File: config.mk
export PLATFORM = sky130hd
export DESIGN_NAME = clock_divider_ctrl
export DESIGN_NICKNAME = d
export VERILOG_FILES = /design/src/rtl/clock_divider_ctrl.sv
export SDC_FILE = /design/constraint.sdc
export NUM_CORES = 1
export LEC_CHECK = 0
export BUFFER_PORTS_ARGS = -buffer_cell sky130_fd_sc_hd__buf_2
export CAP_MARGIN = 10
export CELL_PAD_IN_SITES_DETAIL_PLACEMENT = 0
export CELL_PAD_IN_SITES_GLOBAL_PLACEMENT = 1
export CORE_MARGIN = 2
export CORE_UTILIZATION = 35
export DETAILED_ROUTE_END_ITERATION = 7
export HOLD_SLACK_MARGIN = 0.06
export PLACE_DENSITY = 0.76
export REMOVE_ABC_BUFFERS = 1
export SYNTH_ARGS = -nofsm -noshare
export SYNTH_HDL_FRONTEND = slang
export SYNTH_SLANG_ARGS = --single-unit
File: constraint.sdc
create_clock -name clk -period 3.4 [get_ports clk]
set_input_delay 0 -clock clk [delete_from_list [all_inputs] [get_ports clk]]
set_output_delay 0 -clock clk [all_outputs]
set_load 0.03 [all_outputs]
File: src/rtl/clock_divider_ctrl.sv
// rtl/clock_divider_ctrl.sv - runtime-programmable clock divider with clean start/stop
// Divisor changes requested while running are parked and applied only at a period wrap.
module clock_divider_ctrl #(
  parameter int DIV_W   = 8,
  parameter int DIV_RST = 4
) (
  input  logic             clk,
  input  logic             rst,
  input  logic             en,
  input  logic             cfg_valid,
  input  logic [DIV_W-1:0] cfg_div,
  output logic             cfg_ready,
  output logic             cfg_err,
  output logic             clk_div,
  output logic             tick,
  output logic [DIV_W-1:0] cur_div,
  output logic             busy
);

  localparam logic [1:0] S_IDLE = 2'd0;
  localparam logic [1:0] S_RUN  = 2'd1;
  localparam logic [1:0] S_STOP = 2'd2;

  localparam logic [DIV_W-1:0] ZERO    = '0;
  localparam logic [DIV_W-1:0] ONE     = DIV_W'(1);
  localparam logic [DIV_W-1:0] TWO     = DIV_W'(2);
  localparam logic [DIV_W-1:0] RST_DIV = DIV_W'(DIV_RST);

  logic [1:0]       state_q, state_d;
  logic [DIV_W-1:0] cnt_q, cnt_d;
  logic [DIV_W-1:0] cur_div_q, cur_div_d;
  logic [DIV_W-1:0] pend_q, pend_d;
  logic             pend_v_q, pend_v_d;
  logic             clk_div_q, clk_div_d;
  logic             tick_q, tick_d;
  logic             cfg_err_q, cfg_err_d;

  logic accept, legal, wrap, run_d;

  always_comb begin
    state_d   = state_q;
    cnt_d     = cnt_q;
    cur_div_d = cur_div_q;
    pend_d    = pend_q;
    pend_v_d  = pend_v_q;

    accept = cfg_valid & ~pend_v_q;
    legal  = (cfg_div >= TWO);
    wrap   = (state_q != S_IDLE) && (cnt_q == cur_div_q - ONE);

    case (state_q)
      S_IDLE: begin
        // A divisor parked on the last cycle of a stop is flushed here.
        if (pend_v_q) begin
          cur_div_d = pend_q;
          pend_v_d  = 1'b0;
        end
        if (accept && legal) cur_div_d = cfg_div;
        if (en) begin
          state_d = S_RUN;
          cnt_d   = ZERO;
        end
      end
      S_RUN, S_STOP: begin
        cnt_d = wrap ? ZERO : cnt_q + ONE;
        if (wrap && pend_v_q) begin
          cur_div_d = pend_q;
          pend_v_d  = 1'b0;
        end
        if (accept && legal) begin
          pend_d   = cfg_div;
          pend_v_d = 1'b1;
        end
        if (state_q == S_RUN) begin
          if (!en) state_d = S_STOP;
        end else if (en) begin
          state_d = S_RUN;
        end else if (wrap) begin
          state_d = S_IDLE;
          cnt_d   = ZERO;
        end
      end
      default: begin
        state_d = S_IDLE;
        cnt_d   = ZERO;
      end
    endcase

    // Outputs are registered from next-state values so they line up with cnt_q.
    run_d     = (state_d != S_IDLE);
    clk_div_d = run_d && (cnt_d < (cur_div_d >> 1));
    tick_d    = run_d && (cnt_d == cur_div_d - ONE);
    cfg_err_d = accept && !legal;
  end

  always_ff @(posedge clk or posedge rst) begin
    if (rst) begin
      state_q   <= S_IDLE;
      cnt_q     <= ZERO;
      cur_div_q <= RST_DIV;
      pend_q    <= ZERO;
      pend_v_q  <= 1'b0;
      clk_div_q <= 1'b0;
      tick_q    <= 1'b0;
      cfg_err_q <= 1'b0;
    end else begin
      state_q   <= state_d;
      cnt_q     <= cnt_d;
      cur_div_q <= cur_div_d;
      pend_q    <= pend_d;
      pend_v_q  <= pend_v_d;
      clk_div_q <= clk_div_d;
      tick_q    <= tick_d;
      cfg_err_q <= cfg_err_d;
    end
  end

  assign cfg_ready = ~pend_v_q;
  assign cfg_err   = cfg_err_q;
  assign clk_div   = clk_div_q;
  assign tick      = tick_q;
  assign cur_div   = cur_div_q;
  assign busy      = (state_q != S_IDLE);

endmodule

## After elaboration in Yosys (flattened, before gate mapping)

Cells that the tools add are included.

- Add/sub/neg operators: 3
- $mul: 0
- Divide/modulo/power cells: 0
- Magnitude comparators: 2
- Equal/unequal tests: 5
- Shift operators: 0
- Muxes and demuxes: 19
- Bitwise logic cells: 2
- Reduce and logical (&&, ||, !) cells: 14

Operators by type and width:

| cell | count |
|---|---|
| 8-bit 2-to-1 mux | 8 |
| 8-bit one-hot mux with 2 select lines | 2 |
| 8-bit == test | 2 |
| 8-bit by 1-bit subtractor with 8-bit output (second input constant) | 2 |
| 2-bit 2-to-1 mux | 5 |
| 8-bit by 1-bit adder with 8-bit output (second input constant) | 1 |
| 8-bit by 2-bit greater-or-equal comparator with 1-bit output (second input constant) | 1 |
| 8-bit by 7-bit < comparator with 1-bit output | 1 |
| 1-bit logical AND | 6 |
| 2-bit nonzero test | 3 |
| 2-bit one-hot mux with 2 select lines | 1 |
| 2-bit AND reduction | 2 |
| 3-bit inequality test (second input constant) | 1 |
| 2-bit by 1-bit == test with 1-bit output (second input constant) | 1 |
| 2-bit == test (second input constant) | 1 |
| 2-bit zero test | 1 |
| 1-bit 2-to-1 mux | 2 |
| 1-bit one-hot mux with 2 select lines | 1 |
| 2-bit OR reduction | 1 |
| 1-bit bitwise AND | 1 |
| 1-bit zero test | 1 |
| 1-bit inverter | 1 |

- Register bits: 30
- Bits in latches: 0
- Bits in writable memories: 0
- ROM bits: 0
- Input port bits: 12
- Output and inout port bits: 13
- Word-level logic and storage cells: 53
- Memories kept: 0

## Depth between registers and ports, before layout

Gate-level depths: netlist (run 1).

- Word-level depth: 10
- Depth in mapped cells: 14
- Gate-level depth less buffers: 14

## Least setup slack after synthesis (run 1)

Ideal clock, no wire load.

- Path kind: register to register
- Start: reg cur_div_q[0], in the netlist cur_div[0]
- End: reg tick_q, in the netlist tick
- Setup time: 0.068 ns
- Arrival: 3.478 ns
- Data required time: 3.332 ns
- Setup slack: -0.146 ns
- Stages on the path, launching flop included: 14
- Path buffers: 0
- Period minus slack after synthesis: 3.546 ns
- Path through: dfrtp_1 inv_1 ha_1 or3b_2 nor4_1 o211ai_2 a211o_2 or3_1 o311ai_0 inv_1 ha_1 xnor2_1 nor4_1 and4bb_1

- Elaborated cells between the ends (all ways): 21
- Those cells by class: add/sub (2); eq/ne (2); mux (13); reduce/logical (4)

RTL lines:

| item | line | text |
|---|---|---|
| from (decl) | 31 | `logic [DIV_W-1:0] cur_div_q, cur_div_d;` |
| from (signal assigned) | 109 | `cur_div_q <= cur_div_d;` |
| 8-bit by 1-bit subtractor with 8-bit output | 49 | `wrap = (state_q != S_IDLE) && (cnt_q == cur_div_q - ONE);` |
| 8-bit == test | 49 |  |
| 1-bit logical AND | 49 |  |
| 1-bit logical AND | 66 | `if (wrap && pend_v_q) begin` |
| 8-bit 2-to-1 mux | 66 |  |
| 8-bit one-hot mux with 2 select lines * | 51 | `case (state_q)` |
| named net cur_div_d[0] | 31 |  |
| 8-bit by 1-bit subtractor with 8-bit output * | 92 | `tick_d = run_d && (cnt_d == cur_div_d - ONE);` |
| 8-bit == test * | 92 |  |
| 1-bit logical AND * | 92 |  |
| named net tick_d | 35 | `logic tick_q, tick_d;` |
| to (signal assigned) | 113 | `tick_q <= tick_d;` |
| to (decl) | 35 |  |

The timed path passes the listed nets; every way through them passes the cells marked *.
A chain may end at the register's enable or synchronous reset.

## Worst setup path after layout (run 1)

- Start: reg cur_div_q[1], in the netlist cur_div[1]
- End: reg tick_q, in the netlist tick

- Elaborated cells between the ends (all ways): 21
- Those cells by class: add/sub (2); eq/ne (2); mux (13); reduce/logical (4)

RTL lines:

| item | line |
|---|---|
| 8-bit by 1-bit subtractor with 8-bit output | 49 |
| 8-bit == test | 49 |
| 1-bit logical AND | 49 |
| 1-bit logical AND | 66 |
| 8-bit 2-to-1 mux | 66 |
| 8-bit one-hot mux with 2 select lines | 51 |
| named net cur_div_d[0] | 31 |
| 8-bit by 1-bit subtractor with 8-bit output | 92 |
| 8-bit == test | 92 |
| 1-bit logical AND | 92 |
| named net tick_d | 35 |

The timed path passes the listed nets, and every way through them passes these cells.

==> results.md, run 1 <==
- Post-route design area: between 3000 and 4000 sq um
- Final Non-Filler Cells: 460
- CP startpoint: cur_div[1]
- Int Power: between 2000 and 2500 uW
- Sw Pwr: 1950 uW
- Slew headroom: 62.7%
- Initial antenna violation count: 0
- Final Cycle Share: 100%
- Synth top cells by count: dfrtp_1, nand2_1, inv_1
- Crit-path cells: inv_1 > ha_2 > or3b_4 > nor4_4 > o211ai_2 > a211o_2 > or3_4 > o311ai_2 > buf_4 > inv_1 > ha_4 > xnor2_1 > nor4_1 > and4bb_1
- Die height: 89.0 microns
- CP top delay family: simple AND/OR/NAND/NOR gates
- Max-slew violations: 0
- Post-Place Cells: 431
- Final-stage net count: 387
- Detail Route Antenna Nets: 0
- Worst setup path endpoint: tick
- CTS tree: built
- Full die area: 7910 sq um
- Drc violations: 0
- Clock sinks: 30
- Post-synth EDFFs: 0
- Setup violations, final: 1
- Core area: 6910 sq um
- Worst vdd ir: 480 uV
- CP Max Fanout: 5
- Yosys warning total: 0
- Fin util: 49.0%
- Worst r2r path cells: 14
- DR WL/cell: about 16 microns
- Netlist cell types: 65
- Worst R2R Setup Slack: -0.002 ns
- Port bufs: 24
- Total CTS buffers: 5
- CTS max path bufs: 2
- Iteration-0 DRC Markers: 188
- Cell with the most instances after synthesis: dfrtp_1
- Failing checks: setup timing
- P&R area growth vs syn: 33.9%
- Chip width: 89.0 microns
- WP buf/inv: 3
- Max Clock Skew: 0.00733 ns
- HPWL after DPL: 5580 microns
- Layout cell share with drive strength beyond 1: roughly a third
- Worst path max stage delay: 0.42 ns
- Starting Density: between 30% and 40%
- Crit path capture type: flop
- Vias/cell: 5.29
- Clock power share: roughly 7.6%
- CP dominant cell by count: inv_1
- Ports: 25
- Num rows: 30
- RSZ-0062 raised after global routing: yes
- Reg-to-Reg End: tick
- First-pass GRT wire length: 11900 microns
- Final Worst Setup Slack: -0.00212 ns
- Startpoint Class: flop
- Largest net degree at the start of global routing: 31
- Critical Path Stages: 14
- Comb power frac: 75.1%
- Total track usage: between 20% and 30%
- Setup CP Type: reg -> reg
- Status: finished with violations
- Sequential share of the synthesized area: between 20% and 30%
- Max_cap viols: 0
- P per Cell Area: 1190 nW/um^2
- Final Power: 4040 uW
- Placed inst area: 2980 sq um
- Critical-path top delay cell: dfrtp_1
- Final hold vios: 0
- Gr ovfl total: 0
- Max H-tree Level: 2
- Worst-Skew Late Latency: 0.29 ns
- Yosys top cell area share: 28.7%
- Area leader, netlist: dfrtp_1
- Synth Instances: between 200 and 300
- Routability cong.: 0.874
- DRT Wirelength: 7530 microns
- N_diodes: 0
- Switching power share of the total: 48.4%
- Final Critical Period: between 3 and 4 ns
- Hold WC Path Type: in -> async
- Leakage: 0.00151 uW
- Total number of vias: around 2400
- Asr flop ratio synth: 100%
- Worst EP arrival: 3.63 ns
- Synthesized flop and latch total: 30
- Worst Tran Pin Value: 0.559 ns
- Pre-Repair DR Iteration Count: 4
- WP data required: 3.63 ns
- Mapped Avg Cell Area: 8.93 sq um
- Max Fclk: 0.294 GHz
- R2r startpoint: cur_div[1]
- Synthesized area: roughly 2500 sq um
- Largest cells by area after synthesis: dfrtp_1, ha_1, mux2_2
- Root Driver: clkbuf_8
- Prevailing post-synth register cell: dfrtp_1
- Fin Setup TNS: -0.00212 ns
- Clk slew on worst S/H paths: 0.07 ns
- Flop pwr share: 17.3%
- Vias in the first global route: between 2000 and 2500
[sequential cells by signal, indices dropped and copies added (netlist names)]
register and flops:
state_q 2, tick 1, clk_div 1, cfg_err 1, pend_v_q 1, cur_div 8, cnt_q 8, pend_q 8
[cell usage in the layout (no fill, tap or decap), drive strengths merged, types with 2 or more instances in the layout]
cell type     n
buf          77
dfrtp        29
nand2        25
inv          25
a21oi        18
nor2         15
xnor2        14
mux2         13
o21ai        13
dlygate4sd3  12
ha           12
nand3        11
mux2i         8
nor3          8
clkbuf        7
a31oi         6
xor2          5
a2bb2oi       5
o211ai        5
nor4          5
nand2b        4
a311oi        4
or3           4
o221ai        3
a211oi        2
o31a          2
o21a          2
o31ai         2
o311ai        2
[logic make-up (layout without fill, tap and decap cells)]
family	after synthesis	count (layout)	synth area share [%]
adders and majority gates	12	12	5.94
buffers and inverters	41	122	8.37
and+or+nand+nor	85	85	17.9
xor gates and xnor gates	19	19	6.59
muxes	21	21	8.96
AOI/OAI and AO/OA	75	75	22.5
DFF	30	30	29.8
[worst min-delay path: stages]
cell,delay (ns)
dlygate4sd3_1,0.54
buf_2,0.12
inv_1,0.04
buf_4,0.35
[final cells by class]
cell class | count | area, sq um
flip-flops and latches | 30 | 752
fillers | 697 | 3520
clock buffers | 7 | 86.3
repair buffers | 89 | 642
inverters | 25 | 93.8
well taps | 96 | 120
clock inverters | 1 | 5.00
multi-input cells | 212 | 1680
[stage by stage]
step	hold slack [ns]	setup WS (ns)
2_1_floorplan	0.0901	-0.402
3_3_place_gp	0.109	-0.0581
3_5_place_dp	0.112	-0.151
4_1_cts	0.349	0.00620
6_report	0.344	-0.00212
5_1_grt	0.415	-0.145
[metal layers]
| metal | global-route usage [%] | vias to the layer above | wire length (microns) |
|---|---|---|---|
| met5 | 0 | - | 0 |
| met4 | 5.83 | 0 | 114 |
| met3 | 3.51 | 7 | 327 |
| met2 | 32.0 | 54 | 3460 |
| met1 | 28.4 | 1190 | 3620 |
| li1 | - | 1184 | - |
[repair_timing]
item | in CTS | in global routing
gates resized for setup | 8 | 17
hold endpoints to repair | 39 | 0
hold buffers | 12 | 0
pin swaps | 2 | 18
setup endpoints to repair | 2 | 2
setup buffers | 1 | 8
[worst min-delay path by stage]
stage	startpoint	end	slack (ns)	depth (start not counted)
floorplan	rst	cfg_err	0.09	1
detailed placement	rst	pend_q[1]	0.11	3
finish	rst	state_q[0]	0.34	4
CTS	rst	pend_q[1]	0.35	4
global placement	rst	cfg_err	0.11	3
global route	rst	pend_q[2]	0.41	4
[power by group through the flow]
stage                     clock network, uW  logic [uW]  registers [uW]
after CTS                               315        2820             688
after floorplan                           0        1650             789
after detailed placement                  0        2720             690
after global placement                    0        2700             685
after global routing                    329        3310             720
final                                   307        3030             701
(Power assumes the default switching activity.)
==> run 2, diff against run 1 <==
==> config.mk (replaced) <==
export PLATFORM = sky130hd
export DESIGN_NAME = clock_divider_ctrl
export DESIGN_NICKNAME = d
export VERILOG_FILES = /design/src/rtl/clock_divider_ctrl.sv
export SDC_FILE = /design/constraint.sdc
export NUM_CORES = 1
export LEC_CHECK = 0
export CAP_MARGIN = 10
export CELL_PAD_IN_SITES_DETAIL_PLACEMENT = 0
export CELL_PAD_IN_SITES_GLOBAL_PLACEMENT = 1
export CORE_MARGIN = 2
export CORE_UTILIZATION = 35
export DETAILED_ROUTE_END_ITERATION = 7
export DONT_BUFFER_PORTS = 1
export HOLD_SLACK_MARGIN = 0.06
export PLACE_DENSITY = 0.72
export REMOVE_ABC_BUFFERS = 1
export SETUP_SLACK_MARGIN = 0.5
export SYNTH_ARGS = -nofsm -noshare
export SYNTH_HDL_FRONTEND = slang
export SYNTH_SLANG_ARGS = --single-unit
==> results.md, run 2 (synthesis results as in run 1) <==
- Status: finished, final reports clean
- Leading cell type in the layout, fill and taps excluded: buf_4
- Root Driver: clkbuf_8
- Leakage: 0.00146 uW
- Num rows: 30
- Worst hold slack: 0.0831 ns
- CP startpoint: cur_div[0]
- Int Power: 2180 uW
- Largest net degree at the start of global routing: 26
- CTS tree: built
- Comb power frac: 76.0%
- Final Power: ~4200 uW
- HPWL after DPL: 5570 microns
- P per Cell Area: 1220 nW/um^2
- First-pass GRT wire length: about 12000 microns
- DR WL/cell: 17.5 microns
- Fin util: between 50% and 60%
- Pre-Repair DR Iteration Count: 4
- P&R area growth vs syn: 36.9%
- Worst R2R Setup Slack: 0.10 ns
- Clock sinks: 30
- Iteration-0 DRC Markers: 85
- CP Max Fanout: 6
- Port bufs: 0
- Multi-input gate area: 1810 sq um
- Startpoint Class: flop
- Layout cell share with drive strength beyond 1: 37.0%
- Final hold vios: 0
- Vias/cell: 5.40
- Most frequent cells in the layout: buf_4, dfrtp_1, nand2_1, inv_1, a21oi_1
- Final Cycle Share: slightly below 100%
- CP dominant cell by count: buf_4
- Max_cap viols: 0
- CTS max path bufs: 2
- Reg-to-Reg End: tick
- Worst Tran Pin Value: 0.526 ns
- Total number of vias: around 2400
- Max-slew violations: 0
- DRT Wirelength: 7740 microns
- Routability cong.: 0.802
- Core area: around 6900 sq um
- Initial antenna violation count: 0
- RSZ-0062 raised after global routing: yes
- Storage element area: 753 sq um
- Total CTS buffers: 5
- Final Critical Period: roughly 3.3 ns
- Crit-path cells: inv_2 > ha_4 > or3b_4 > buf_4 > nor4_4 > o211ai_2 > a211o_2 > buf_6 > o311a_4 > inv_4 > buf_4 > xnor2_2 > a31oi_1 > nor4_2 > and4bb_1
- Setup slack at placement: -0.444 ns
- Total track usage: 20.5%
- Max Fclk: 0.303 GHz
- Clock power share: 6.9%
- WP data required: roughly 3.6 ns
- Vias in the first global route: 2448
- Starting Density: 36.6%
- Sw Pwr: about 2000 uW
- Worst EP arrival: 3.52 ns
- Gr ovfl total: 0
- R2r startpoint: cur_div[0]
- Full die area: a little under 8000 sq um
- Max Clock Skew: ~0.0055 ns
- Critical-path top delay cell: dfrtp_1
- Clk slew on worst S/H paths: 0.07 ns
- Worst vdd ir: 771 uV
- Ports: 25
- Max H-tree Level: 2
- Fill cell count: 677
- N_diodes: 0
- Detail Route Antenna Nets: 0
- Setup violations, final: 0
- Crit path capture type: flop
- Final Worst Setup Slack: between 0.1 and 0.15 ns
- Final-stage net count: 371
- Flop pwr share: 17.0%
- Worst r2r path cells: 15
- Switching power share of the total: 48.4%
- Worst-Skew Late Latency: roughly 0.28 ns
- Hold WC Path Type: in -> async
- Slew headroom: 64.7%
- Drc violations: 0
- Worst path max stage delay: 0.40 ns
- Worst setup path endpoint: tick
- Chip width: 89.0 microns
- Die height: 89.0 microns
- Setup CP Type: reg -> reg
## run 2: layout make-up
| type | count | area share (%) |
|---|---|---|
| Multi-Input combinational cell | 212 | 52.2 |
| Timing Repair Buffer | 73 | 17.4 |
| Sequential cell | 30 | 21.8 |
| Inverter | 25 | 2.79 |
| Tap cell | 96 | 3.47 |
| Clock buffer | 6 | 2.39 |
## run 2: power by group through the flow
stage          Combinational, uW  Sequential, uW  Clock, uW
3_3_place_gp                2580             704          0
6_report                    3210             718        293
2_1_floorplan               1650             789          0
4_1_cts                     2910             713        303
3_5_place_dp                2620             710          0
5_1_grt                     3460             737        321
## run 2: routing by layer
metal | vias up | part of all wire, % | wire [microns] | global-route usage (%)
met1 | 1167 | 47 | 3670 | 27.8
met4 | 0 | 1.3 | 99 | 7.33
li1 | 1151 | - | - | -
met2 | 59 | 47 | 3630 | 33.0
met5 | - | 0 | 0 | 0
met3 | 8 | 4.3 | 333 | 3.42
## run 2: worst min-delay path by stage
stage / startpoint / cells past startpoint / end
2_1_floorplan: rst / 1 / cfg_err
3_3_place_gp: rst / 1 / pend_q[7]
3_5_place_dp: rst / 1 / pend_q[7]
4_1_cts: rst / 2 / state_q[0]
5_1_grt: rst / 2 / state_q[1]
6_report: rst / 2 / cnt_q[7]
## run 2: worst max-delay path: cells and delay by family (launching register included)
family,cells,cell delay (ns)
adder cells (fa/ha/maj),1,0.13
AND/OR/NAND/NOR,4,1.04
buffers and inverters,5,0.57
XOR/XNOR,1,0.11
flip-flops,1,0.40
AO/OA/AOI/OAI,4,0.98
## run 2: through the flow
stage                     instance area (sq um)  instances  setup TNS (ns)
after floorplan                            2410        267          -0.777
after global placement                     2860        407          -0.383
after detailed placement                   2860        407          -0.619
after CTS                                  3280        432               0
after global routing                       3460        442         -0.0521
final                                      3460        442               0
## run 2: what timing repair did
action | CTS | global route
hold buffers | 12 | 0
hold endpoints to repair | 40 | 0
endpoints found under the setup margin | 4 | 2
setup buffers | 7 | 10
pin swaps | 16 | 18
gates resized for setup | 36 | 19
==> run 3, diff against run 2 <==
--- a/config.mk
+++ b/config.mk
@@ -5,6 +5,7 @@
 export SDC_FILE = /design/constraint.sdc
 export NUM_CORES = 1
 export LEC_CHECK = 0
+export ABC_AREA = 1
 export CAP_MARGIN = 10
 export CELL_PAD_IN_SITES_DETAIL_PLACEMENT = 0
 export CELL_PAD_IN_SITES_GLOBAL_PLACEMENT = 1
@@ -13,7 +14,7 @@
 export DETAILED_ROUTE_END_ITERATION = 7
 export DONT_BUFFER_PORTS = 1
 export HOLD_SLACK_MARGIN = 0.06
-export PLACE_DENSITY = 0.72
+export PLACE_DENSITY = 0.73
 export REMOVE_ABC_BUFFERS = 1
 export SETUP_SLACK_MARGIN = 0.5
 export SYNTH_ARGS = -nofsm -noshare
==> constraint.sdc (replaced) <==
create_clock -name clk -period 4.2 [get_ports clk]
set_input_delay 0 -clock clk [delete_from_list [all_inputs] [get_ports clk]]
set_output_delay 0 -clock clk [all_outputs]
set_load 0.03 [all_outputs]
==> results.md, run 3 <==
- Worst EP arrival: around 3.6 ns
- Final hold vios: 0
- Port bufs: 0
- Iteration-0 DRC Markers: 106
- Clock power share: 11.1%
- Vias in the first global route: 2500
- Yosys warning total: 0
- CTS max path bufs: 2
- Worst-Skew Late Latency: 0.29 ns
- Status: finished, final reports clean
- Num rows: 31
- Flop pwr share: 23.6%
- Netlist cell types: 31
- Total CTS buffers: 5
- P per Cell Area: between 900 and 1000 nW/um^2
- Synthesized flop and latch total: 30
- Max-slew violations: 0
- Prevailing post-synth register cell: dfrtp_1
- Sequential share of the synthesized area: 28.7%
- Leakage: 0.00157 uW
- Vias/cell: about 5
- DR WL/cell: approximately 14 microns
- Total number of vias: between 2000 and 3000
- Max Clock Skew: ~0.0048 ns
- DRT Wirelength: 7060 microns
- Sw Pwr: 1520 uW
- RSZ-0062 raised after global routing: no
- Asr flop ratio synth: 100%
- Worst path max stage delay: 0.50 ns
- Chip width: 90.5 microns
- Initial antenna violation count: 0
- CP top delay family: simple AND/OR/NAND/NOR gates
- Final Cycle Share: approximately 79%
- Pre-Repair DR Iteration Count: 4
- Root Driver: clkbuf_8
- Largest net degree at the start of global routing: 31
- Detail Route Antenna Nets: 0
- Final Critical Period: 3.32 ns
- Setup violations, final: 0
- N_diodes: 0
- Leading cell type in the layout, fill and taps excluded: nand2_1
- Mapped Avg Cell Area: 6.42 sq um
- Fill cell count: just over 800
- Setup CP Type: reg -> reg
- Drc violations: 0
- Critical-path top delay cell: dfrtp_2
- Clock sinks: 30
- P&R area growth vs syn: 12.6%
- Most frequent cells in the layout: nand2_1, inv_1, nand3_1, nor2_1, dfrtp_1
- Core area: 7250 sq um
- Hold WC Path Type: in -> reg
- Max Fclk: 0.301 GHz
- Yosys top cell area share: 27.7%
- Gr ovfl total: 0
- Cell with the most instances after synthesis: nand2_1
- Switching power share of the total: 56.9%
- Slew headroom: roughly 58%
- CP Max Fanout: 9
- Max H-tree Level: 2
- Final-stage net count: 442
- Clk slew on worst S/H paths: 0.07 ns
- Area leader, netlist: dfrtp_1
- WP data required: roughly 4.4 ns
- Max_cap viols: 0
- Largest cells by area after synthesis: dfrtp_1, nand2_1, inv_1
- CTS tree: built
- Worst vdd ir: 498 uV
- WP buf/inv: 2
- Int Power: 1150 uW
- Synth Instances: 408
- HPWL after DPL: 5450 microns
- Worst hold slack: about 0.08 ns
- Synth top cells by count: nand2_1, inv_1, nand3_1
- Worst Tran Pin Value: about 0.63 ns
- Layout cell share with drive strength beyond 1: a little under an eighth
- First-pass GRT wire length: 12300 microns
- Comb power frac: 65.3%
- Full die area: 8190 sq um
- Ports: 25
- Fin Setup TNS: 0 ns
- Synthesized area: about 2600 sq um
- Startpoint Class: flop
- Routability cong.: around 0.85
- Crit path capture type: flop
- Die height: 90.5 microns
- Starting Density: 36.1%
- Post-synth EDFFs: 0
- Crit-path cells: inv_1 > ha_1 > inv_1 > nand2_1 > nand3b_1 > nand2_1 > nand3_2 > nor2_8 > nand3_4 > nand2_1 > nand3_1 > nand2_1 > nand2_2 > ha_1 > nand3b_1 > nand3_1 > nand2_1 > nor2_1 > nand3_1 > nor2_1 > nand2_1 > nor2_2
- Total track usage: 18.5%
- CP dominant cell by count: nand2_1
==> run 3: path summary, 6_finish.rpt <==
| check | startpoint | end | slack [ns] | depth (start not counted) |
|---|---|---|---|---|
| min in group asynchronous | rst | pend_q[2] | 0.25 | 3 |
| worst max-delay path | cur_div[1] | tick | 0.88 | 22 |
| worst min register to register | pend_q[6] | pend_q[6] | 0.50 | 2 |
| max in group asynchronous | rst | cur_div[2] | 3.62 | 3 |
| worst min-delay path | en | state_q[1] | 0.08 | 7 |
| worst max register to register | cur_div[1] | tick | 0.88 | 22 |
==> run 3: cell type report <==
class / count / area [sq um] / share of cell area [%]
flip-flops and latches: 30 / 754 / 25.6
clock buffers: 5 / 68.8 / 2.33
inverters: 69 / 262 / 8.87
repair buffers: 14 / 135 / 4.58
multi-input cells: 298 / 1570 / 53.1
clock inverters: 3 / 40.0 / 1.36
well taps: 99 / 124 / 4.20
==> run 3: power groups by stage <==
stage,combinational [uW],clock (uW),sequential (uW)
finish,1750,297,630
global route,2040,319,648
CTS,1750,306,631
detailed placement,1730,0,638
global placement,1730,0,636
floorplan,1370,0,591
==> run 3: per-stage QoR <==
step | worst slack (ns) | util (%) | cell area [sq um] | power (uW) | instances
2_1_floorplan | 1.23 | - | 2570 | 1960 | 397
3_3_place_gp | 0.890 | 37.4 | 2710 | 2360 | 498
3_5_place_dp | 0.755 | 37.4 | 2710 | 2360 | 498
4_1_cts | 0.720 | 40.6 | 2940 | 2680 | 518
5_1_grt | 0.552 | 40.7 | 2950 | 3000 | 518
6_report | 0.878 | 40.7 | 2950 | 2670 | 518
==> run 3: kinds of logic (layout without fill, tap and decap cells) <==
kind of cell	after synthesis	count (layout)	share of synthesized area, %
flops	30	30	28.7
compound gates	55	55	11.2
fa+ha+maj	12	12	5.73
simple gates	219	219	38.7
xor+xnor	12	12	4.01
buf+inv	80	91	11.7
==> run 3: layer usage <==
metal | vias to the layer above | GRT usage (%) | part of all wire (%)
met5 | - | 0 | 0
met2 | 42 | 30.0 | 47
met3 | 9 | 3.34 | 3.6
met4 | 0 | 5.64 | 1.2
met1 | 1169 | 25.2 | 49
li1 | 1309 | - | -
==> run 3: what timing repair did <==
item	in CTS	in global routing
hold endpoints to repair	40	0
hold buffers	12	0
gates resized for setup	0	5
endpoints found under the setup margin	0	1
buffers inserted	0	0
==> run 3: worst min-delay path, stage by stage <==
cell	delay, ns
inv_1	0.03
nand3_1	0.07
nand2_1	0.05
nand2_1	0.05
nand2_1	0.04
nand2_1	0.06
inv_1	0.04
